File: config.mk
export PLATFORM = sky130hd
export DESIGN_NAME = shift_sequencer
export DESIGN_NICKNAME = d
export VERILOG_FILES = /design/src/rtl/shift_pkg.sv /design/src/rtl/shift_step.sv /design/src/rtl/shift_sequencer.sv
export SDC_FILE = /design/constraint.sdc
export NUM_CORES = 1
export LEC_CHECK = 0
export CAP_MARGIN = 20
export CELL_PAD_IN_SITES_DETAIL_PLACEMENT = 1
export CELL_PAD_IN_SITES_GLOBAL_PLACEMENT = 1
export CORE_AREA = 8 8 68 58
export DETAILED_ROUTE_END_ITERATION = 8
export DIE_AREA = 0 0 76 66
export PLACE_DENSITY = 0.82
export SYNTH_ARGS = -nofsm -noshare
export SYNTH_HDL_FRONTEND = slang
export SYNTH_SLANG_ARGS = --single-unit
File: constraint.sdc
create_clock -name clk -period 2.05 [get_ports clk]
set_clock_uncertainty 0.2 [all_clocks]
set_input_delay 0.205 -clock clk [delete_from_list [all_inputs] [get_ports clk]]
set_output_delay 0.205 -clock clk [all_outputs]
set_load 0.01 [all_outputs]
File: src/rtl/shift_pkg.sv
// Shared types for the multi-step shift sequencer: FSM states, shift command
// encoding and direction constants.
package shift_pkg;

    typedef enum logic [1:0] {
        IDLE,
        SHIFT,
        DONE
    } seq_state_t;

    typedef enum logic [1:0] {
        CMD_LOG   = 2'b00,
        CMD_ARITH = 2'b01,
        CMD_ROT   = 2'b10,
        CMD_PASS  = 2'b11
    } shift_cmd_t;

    localparam logic DIR_LEFT  = 1'b0;
    localparam logic DIR_RIGHT = 1'b1;

endpackage

File: src/rtl/shift_step.sv
// Combinational single-bit shifter: logical, arithmetic or rotate by one
// position in either direction, or pass-through.
module shift_step
    import shift_pkg::*;
#(
    parameter int W = 6
) (
    input  logic         dir,
    input  logic [1:0]   cmd,
    input  logic [W-1:0] din,
    output logic [W-1:0] dout
);

    always_comb begin
        dout = din;
        case (shift_cmd_t'(cmd))
            CMD_LOG: begin
                if (dir == DIR_RIGHT) dout = {1'b0, din[W-1:1]};
                else                  dout = {din[W-2:0], 1'b0};
            end
            CMD_ARITH: begin
                // Arithmetic left is identical to logical left.
                if (dir == DIR_RIGHT) dout = {din[W-1], din[W-1:1]};
                else                  dout = {din[W-2:0], 1'b0};
            end
            CMD_ROT: begin
                if (dir == DIR_RIGHT) dout = {din[0], din[W-1:1]};
                else                  dout = {din[W-2:0], din[W-1]};
            end
            default: dout = din;
        endcase
    end

endmodule

File: src/rtl/shift_sequencer.sv
// Multi-step shift controller: accepts a request, applies a one-bit shift
// `count` times (one step per clock) and returns the result over valid/ready.
module shift_sequencer
    import shift_pkg::*;
#(
    parameter int W  = 6,
    parameter int CW = 3
) (
    input  logic          clk,
    input  logic          rst,
    input  logic          in_valid,
    output logic          in_ready,
    input  logic          in_dir,
    input  logic [1:0]    in_cmd,
    input  logic [W-1:0]  in_data,
    input  logic [CW-1:0] in_count,
    output logic          out_valid,
    input  logic          out_ready,
    output logic [W-1:0]  out_data,
    output logic          busy
);

    seq_state_t    state_q, state_d;
    logic [W-1:0]  data_q, data_d;
    logic [CW-1:0] cnt_q, cnt_d;
    logic          dir_q, dir_d;
    logic [1:0]    cmd_q, cmd_d;
    logic [W-1:0]  step_data;

    shift_step #(.W(W)) u_step (
        .dir  (dir_q),
        .cmd  (cmd_q),
        .din  (data_q),
        .dout (step_data)
    );

    always_ff @(posedge clk) begin
        if (rst) begin
            state_q <= IDLE;
            data_q  <= '0;
            cnt_q   <= '0;
            dir_q   <= 1'b0;
            cmd_q   <= 2'b00;
        end else begin
            state_q <= state_d;
            data_q  <= data_d;
            cnt_q   <= cnt_d;
            dir_q   <= dir_d;
            cmd_q   <= cmd_d;
        end
    end

    always_comb begin
        state_d   = state_q;
        data_d    = data_q;
        cnt_d     = cnt_q;
        dir_d     = dir_q;
        cmd_d     = cmd_q;
        in_ready  = 1'b0;
        out_valid = 1'b0;
        case (state_q)
            IDLE: begin
                in_ready = 1'b1;
                if (in_valid) begin
                    data_d  = in_data;
                    cnt_d   = in_count;
                    dir_d   = in_dir;
                    cmd_d   = in_cmd;
                    state_d = (in_count == '0) ? DONE : SHIFT;
                end
            end
            SHIFT: begin
                // Only entered with cnt_q >= 1, so the decrement never wraps.
                data_d = step_data;
                cnt_d  = cnt_q - CW'(1);
                if (cnt_q == CW'(1)) state_d = DONE;
            end
            DONE: begin
                out_valid = 1'b1;
                if (out_ready) state_d = IDLE;
            end
            default: state_d = IDLE;
        endcase
    end

    assign out_data = out_valid ? data_q : '0;
    assign busy     = (state_q != IDLE);

endmodule

# ---- Word level (Yosys, flattened, before mapping)
# Index checks and enable logic that the tools add are counted.
# Widths: inputs -> output; s select.
dict set report totals {
  register_bits 14
  latchBits 0
  ram_bits 0
  mem_bits_ro 0
  in_bits 16
  out_inout_bits 9
  elab_cells 43
  mem_count 0
}
dict set report op_classes {
  n_addsub 1
  mul 0
  div_mod_pow 0
  n_lt_le_gt_ge 0
  n_eq_ne 10
  n_shift 0
  muxes 16
  bitwise 0
  reduce_logical 10
}
# operator n
set op_table {}
lappend op_table {{$mux 6} 5}
lappend op_table {{$pmux 6 s3} 1}
lappend op_table {{$pmux 6 s2} 1}
lappend op_table {{$mux 2} 4}
lappend op_table {{$ne 2x2->1 const B} 3}
lappend op_table {{$pmux 2 s3} 1}
lappend op_table {{$pmux 3 s2} 1}
lappend op_table {{$reduce_and 3->1} 2}
lappend op_table {{$eq 2x1->1 const B} 2}
lappend op_table {{$eq 2x2->1 const B} 2}
lappend op_table {{$logic_not 2->1} 2}
lappend op_table {{$ne 4x1->1 const B} 1}
lappend op_table {{$reduce_and 2->1} 2}
lappend op_table {{$reduce_and 4->1} 1}
lappend op_table {{$reduce_bool 2->1} 2}
lappend op_table {{$eq 3x1->1 const B} 1}
lappend op_table {{$logic_not 3->1} 1}
lappend op_table {{$mux 3} 1}
lappend op_table {{$ne 3x3->1 const B} 1}
lappend op_table {{$sub 3x1->3 const B} 1}
lappend op_table {{$mux 1} 2}

# ---- Longest topological paths before layout
dict set report logic_depth {
  word_depth 4
  depth_mapped 6
  ltp_nobuf 6
}

# ---- Modules after synthesis
# Synthesis repeated with hierarchy kept, for this count alone.
dict set report unflattened {
  hier_cells 106
  area_unflattened_um2 932.1
}
# mod n_inst cells_each area_each_um2 seq_area_each_um2
set modules_own_cells {}
lappend modules_own_cells {shift_sequencer 1 81 763.2 280.3}
lappend modules_own_cells {shift_step 1 25 168.9 0.0}

# ---- Worst setup path before layout
# No wires, ideal clock.
dict set report synth_path {
  path_type {flip-flop to flip-flop}
  from {register cmd_q[0]}
  to {register data_q[5]}
  setup_ps 79
  arrival_time_ps 1323
  required_time_ps 1771
  slack_ps 448
  path_stages_with_launch 7
  n_path_buf 0
  synth_period_minus_slack_ps 1602
  path_cell_list {dfxtp_1 inv_1 ha_1 nand2b_1 a22oi_1 o311a_1 a211oi_2}
}
dict set report synth_via {
  elab_chain_len 3
  elab_cells_between_ends 8
  cone_classes {eq/ne (4); mux (2); reduce/logical (2)}
}
# element line_no
set synth_rtl {}
lappend synth_rtl {{start: declaration} shift_sequencer.sv:27} ;# logic [1:0] cmd_q, cmd_d;
lappend synth_rtl {{start signal: assignment} shift_sequencer.sv:49} ;# cmd_q <= cmd_d;
lappend synth_rtl {{$eq 2x2->1, or another cell as far along} shift_step.sv:16} ;# case (shift_cmd_t'(cmd))
lappend synth_rtl {{$pmux 6 s3, or another cell as far along} shift_step.sv:16}
lappend synth_rtl {{$pmux 6 s2 / $reduce_and 4->1 (equally long branches)} -}
lappend synth_rtl {{end signal: assignment} shift_sequencer.sv:46} ;# data_q <= data_d;
lappend synth_rtl {{end: declaration} shift_sequencer.sv:24} ;# logic [W-1:0] data_q, data_d;
# Several ways; a longest one is shown, not always the timed one.
# A chain may end at the register's enable or synchronous reset.

# ---- Final worst setup path
dict set report layout_path {
  from {register state_q[1]}
  to {output out_data[2]}
}
dict set report layout_via {
  elab_chain_len 3
}
# element line_no
set layout_rtl {}
lappend layout_rtl {{start: declaration} shift_sequencer.sv:23} ;# seq_state_t state_q, state_d;
lappend layout_rtl {{start signal: assignment} shift_sequencer.sv:45} ;# state_q <= state_d;
lappend layout_rtl {{$eq 2x2->1} shift_sequencer.sv:61} ;# case (state_q)
lappend layout_rtl {{$mux 1} shift_sequencer.sv:61}
lappend layout_rtl {{$mux 6} shift_sequencer.sv:86} ;# assign out_data = out_valid ? data_q : '0;
lappend layout_rtl {{end: declaration} shift_sequencer.sv:19} ;# output logic [W-1:0] out_data,
# Every way passes these cells.

==> metrics.md <==
| Metric | Value |
|---|---|
| Share of the core filled with cells | 42.59% |
| Register area share after synthesis | 30.35% |
| Placer Congestion | about 0.77 |
| Routed len/inst | approximately 14 µm |
| Metal2 WL | approximately 1200 µm |
| Filler cell count in the final layout | between 300 and 400 |
| Max rail drop VDD | approximately 0.41 mV |
| Total setup violations reported at the end of the flow | 0 |
| Amount of wire on met3 after detailed routing | between 80 and 90 µm |
| Warnings, synthesis | 0 |
| Aggregate global routing overflow | 0 |
| Buffers & Inverters on Critical Path | 1 |
| Ratio of total power to cell area | 598.7 nW/µm² |
| Hold worst-path end | cmd_q[1]$_SDFFE_PP0P_ |
| Global-route total usage across every layer | 10.74% |
| Per-instance average area after synthesis | 8.319 µm² |
| Number of search-and-repair iterations in the first detailed-routing pass | 4 |
| Max Cap Viol | 0 |
| Worst r2r src | state_q[0]$_SDFFE_PP0P_ |
| Headroom to the max-slew limit | 63.42% |
| Count of buffers from port buffering | 24 |
| Dominant cells by area after synthesis | dfxtp_1 30%, a21oi_1 7.6%, nand2_1 7.3% |
| Worst Path Class, Setup | reg2out |
| Slew at the pin closest to its max-slew limit | 0.5470 ns |
| DRT Wirelength | 2521 µm |
| Wire length of the first global-routing pass | 4388 µm |
| Max-slew violation count | 0 |
| Hold Crit Start | in_cmd[1] |
| Clk sinks | 14 |
| Share of the synthesized area in the top cell type | 30.35% |
| Setup crit start kind | flop |
| Number of buffers created by CTS | 3 |
| Final-layout setup total negative slack | 0 ns |
| Antenna diodes | 0 |
| Worst-skew pair later-pin latency | 0.28 ns |
| Multi-input gate area in the final layout | approximately 580 µm² |
| Area inside the core boundary | roughly 2900 µm² |
| Maximum root-to-sink buffer count | 2 |
| Number of primary I/O pins | 25 |
| Clock transition at path regs | approximately 0.080 ns |
| Number of standard cells after synthesis | 111 |
| Endpoint of the worst-slack reg-to-reg timing path | data_q[5]$_SDFFE_PP0P_ |
| List of most frequent post-synthesis cells | 18 x nand2_1, 14 x a21oi_1, 14 x dfxtp_1 |
| Worst hold path type | in2reg |
| Die Span X | ~76 µm |
| Final ANT Viol Nets | 0 |
| Post-layout nets | 160 |
| Height of the die | around 66 µm |
| Fraction of registers with async set or reset after synthesis | 0% |
| Detailed-route wire length on metal 1 | 1205 µm |
| Effective utilization at floorplan | a little under a third |
| Uppermost layer routed | met4 |
| Number of distinct standard cells referenced by the synthesized netlist | 33 |
| Number of synthesized flops with an enable pin | 0 |
| 1st-iter DRT viols | 50 |
| Net count after synthesis | around 130 |
| Depth of the CTS H-tree | 1 |
| Hold Vio Cnt, Final | 0 |
| Leakage | roughly 0.5 nW |
| Mapped Area | roughly 900 µm² |
| Library cell occupying the most area in the post-synthesis netlist | dfxtp_1 |
| Cells traversed along the worst timing path | nor2b_4, and2_1, clkdlybuf4s50_1 |
| Register-to-register setup slack | 0.22 ns |
| Site row count | 18 |
| Number of global-route vias before repair | roughly 860 |
| Clock tree from TritonCTS | done |
| Worst Setup End Kind | primary output |
| Routed via count | around 860 |
| Fmax | 0.5150 GHz |
| Pin count of the biggest net entering global routing | 15 |
| Number of cells on the worst reg-to-reg path | 5 |
| Final critical-path required period | ~1.9 ns |
| Root Buffer | clkbuf_4 |
| Area taken by flip-flops and latches | 280.3 µm² |
| Dominant cell by count in the synthesized netlist | nand2_1 |
| Total half-perimeter wirelength after legalization and detailed placement | around 2000 µm |
| Via-to-Cell Ratio | between 4 and 5 |
| Hold Path Depth | 3 |
| Primary flip-flop cell chosen by synthesis mapping | dfxtp_1 |
| Post-synthesis to final-layout area growth | 34.01% |
| Data arrival time at the worst-slack endpoint | around 1.5 ns |
| Remaining design rule violation count | 0 |
| Cell at the slowest stage of the critical path | clkdlybuf4s50_1 |
| Largest stage delay, worst path | 0.55 ns |
| Post-synthesis sequential element count | 14 |
| Largest delay contributor family on the critical path | buffers and inverters |
| Number of buffers inserted by hold repair at cts | 0 |
| Unrepaired setup endpoints after global routing | false |
| Antenna violations before repair | 0 |
| Full die area | approximately 5000 µm² |
| Status | completed |
| Fraction of final layout cells with drive strength greater than 1 | a little under an eighth |
| Tcrit/Tclk final | between 90% and 100% |
| Largest fanout of any net on the critical path | 7 |
| Crit path required time | roughly 1.6 ns |
[final cells by class]
type / instances / area share [%]
repair buffers: 28 / 22.04
multi-input cells: 83 / 46.71
well taps: 40 / 4.044
inverters: 9 / 2.730
flip-flops and latches: 14 / 22.65
clock buffers: 3 / 1.820
[cell families (layout without fill, tap and decap cells)]
family	count (synthesis)	in the layout	synth area share [%]
AND/OR/NAND/NOR	45	45	29.00
AO/OA/AOI/OAI	28	28	20.60
flip-flops	14	14	30.35
buffers and inverters	14	40	7.858
adder cells (fa/ha/maj)	5	5	6.775
multiplexers	5	5	5.420
[state kept, by name (all words and copies together) (netlist names)]
name	count
data_q	6
cnt_q	3
cmd_q	2
dir_q	1
state_q	2
[worst reg2reg max path, delay by kind of cell, from the launching register on]
kind	cells	cell delay [ns]
simple gates	2	0.57
flops	1	0.38
compound gates	2	0.38
buf+inv	1	0.22
[worst max path at each step]
stage	depth (start not counted)	start	slack [ns]	endpoint
CTS	3	state_q[1]$_SDFFE_PP0P_	0.05	out_data[1]
global route	3	state_q[1]$_SDFFE_PP0P_	0.02	out_data[3]
global placement	3	state_q[1]$_SDFFE_PP0P_	0.24	out_data[2]
detailed placement	3	state_q[1]$_SDFFE_PP0P_	0.15	out_data[1]
finish	3	state_q[1]$_SDFFE_PP0P_	0.11	out_data[2]
floorplan	6	cmd_q[0]$_SDFFE_PP0P_	0.45	data_q[5]$_SDFFE_PP0P_
[per-layer routing]
layer  track usage, %  vias up
li1                 -      436
met4            2.927        0
met2            17.72       14
met5                0        -
met3            3.397        2
met1            13.20      409
[metrics by stage]
step / setup slack (ns) / instances / instance area, µm² / power (mW) / hold WS [ns]
floorplan: 0.4480 / 111 / 923.4 / 0.5020 / 0.06965
global placement: 0.2429 / 173 / 1197 / 0.5795 / 0.2694
detailed placement: 0.1507 / 173 / 1197 / 0.5945 / 0.2711
CTS: 0.05369 / 176 / 1227 / 0.7511 / 0.2692
global route: 0.01541 / 177 / 1237 / 0.8036 / 0.2772
finish: 0.1082 / 177 / 1237 / 0.7409 / 0.2749
[cells in the final DEF (no fill, tap or decap), types with 3 or more instances in the layout]
cell type / Yosys / layout
buf_4: 1 / 4
nor2_1: 3 / 3
and2_1: 8 / 8
inv_1: 9 / 9
a21oi_1: 14 / 14
nand2_1: 18 / 18
o211ai_1: 4 / 4
ha_1: 5 / 5
clkdlybuf4s50_1: 0 / 23
clkbuf_4: 0 / 3
mux2i_1: 5 / 5
dfxtp_1: 14 / 14
[power by group]
part | internal (mW) | switching (mW)
combinational | 0.128 | 0.128
sequential | 0.303 | 0.0308
clock | 0.0681 | 0.0838
total | 0.499 | 0.242
[timing repair]
item | CTS | global route
hold endpoints to repair | 0 | 0
resized for setup | 2 | 1
setup buffers | 0 | 1
endpoints found under the setup margin | 7 | 2
Note: power is estimated with default switching activity, not from simulation.
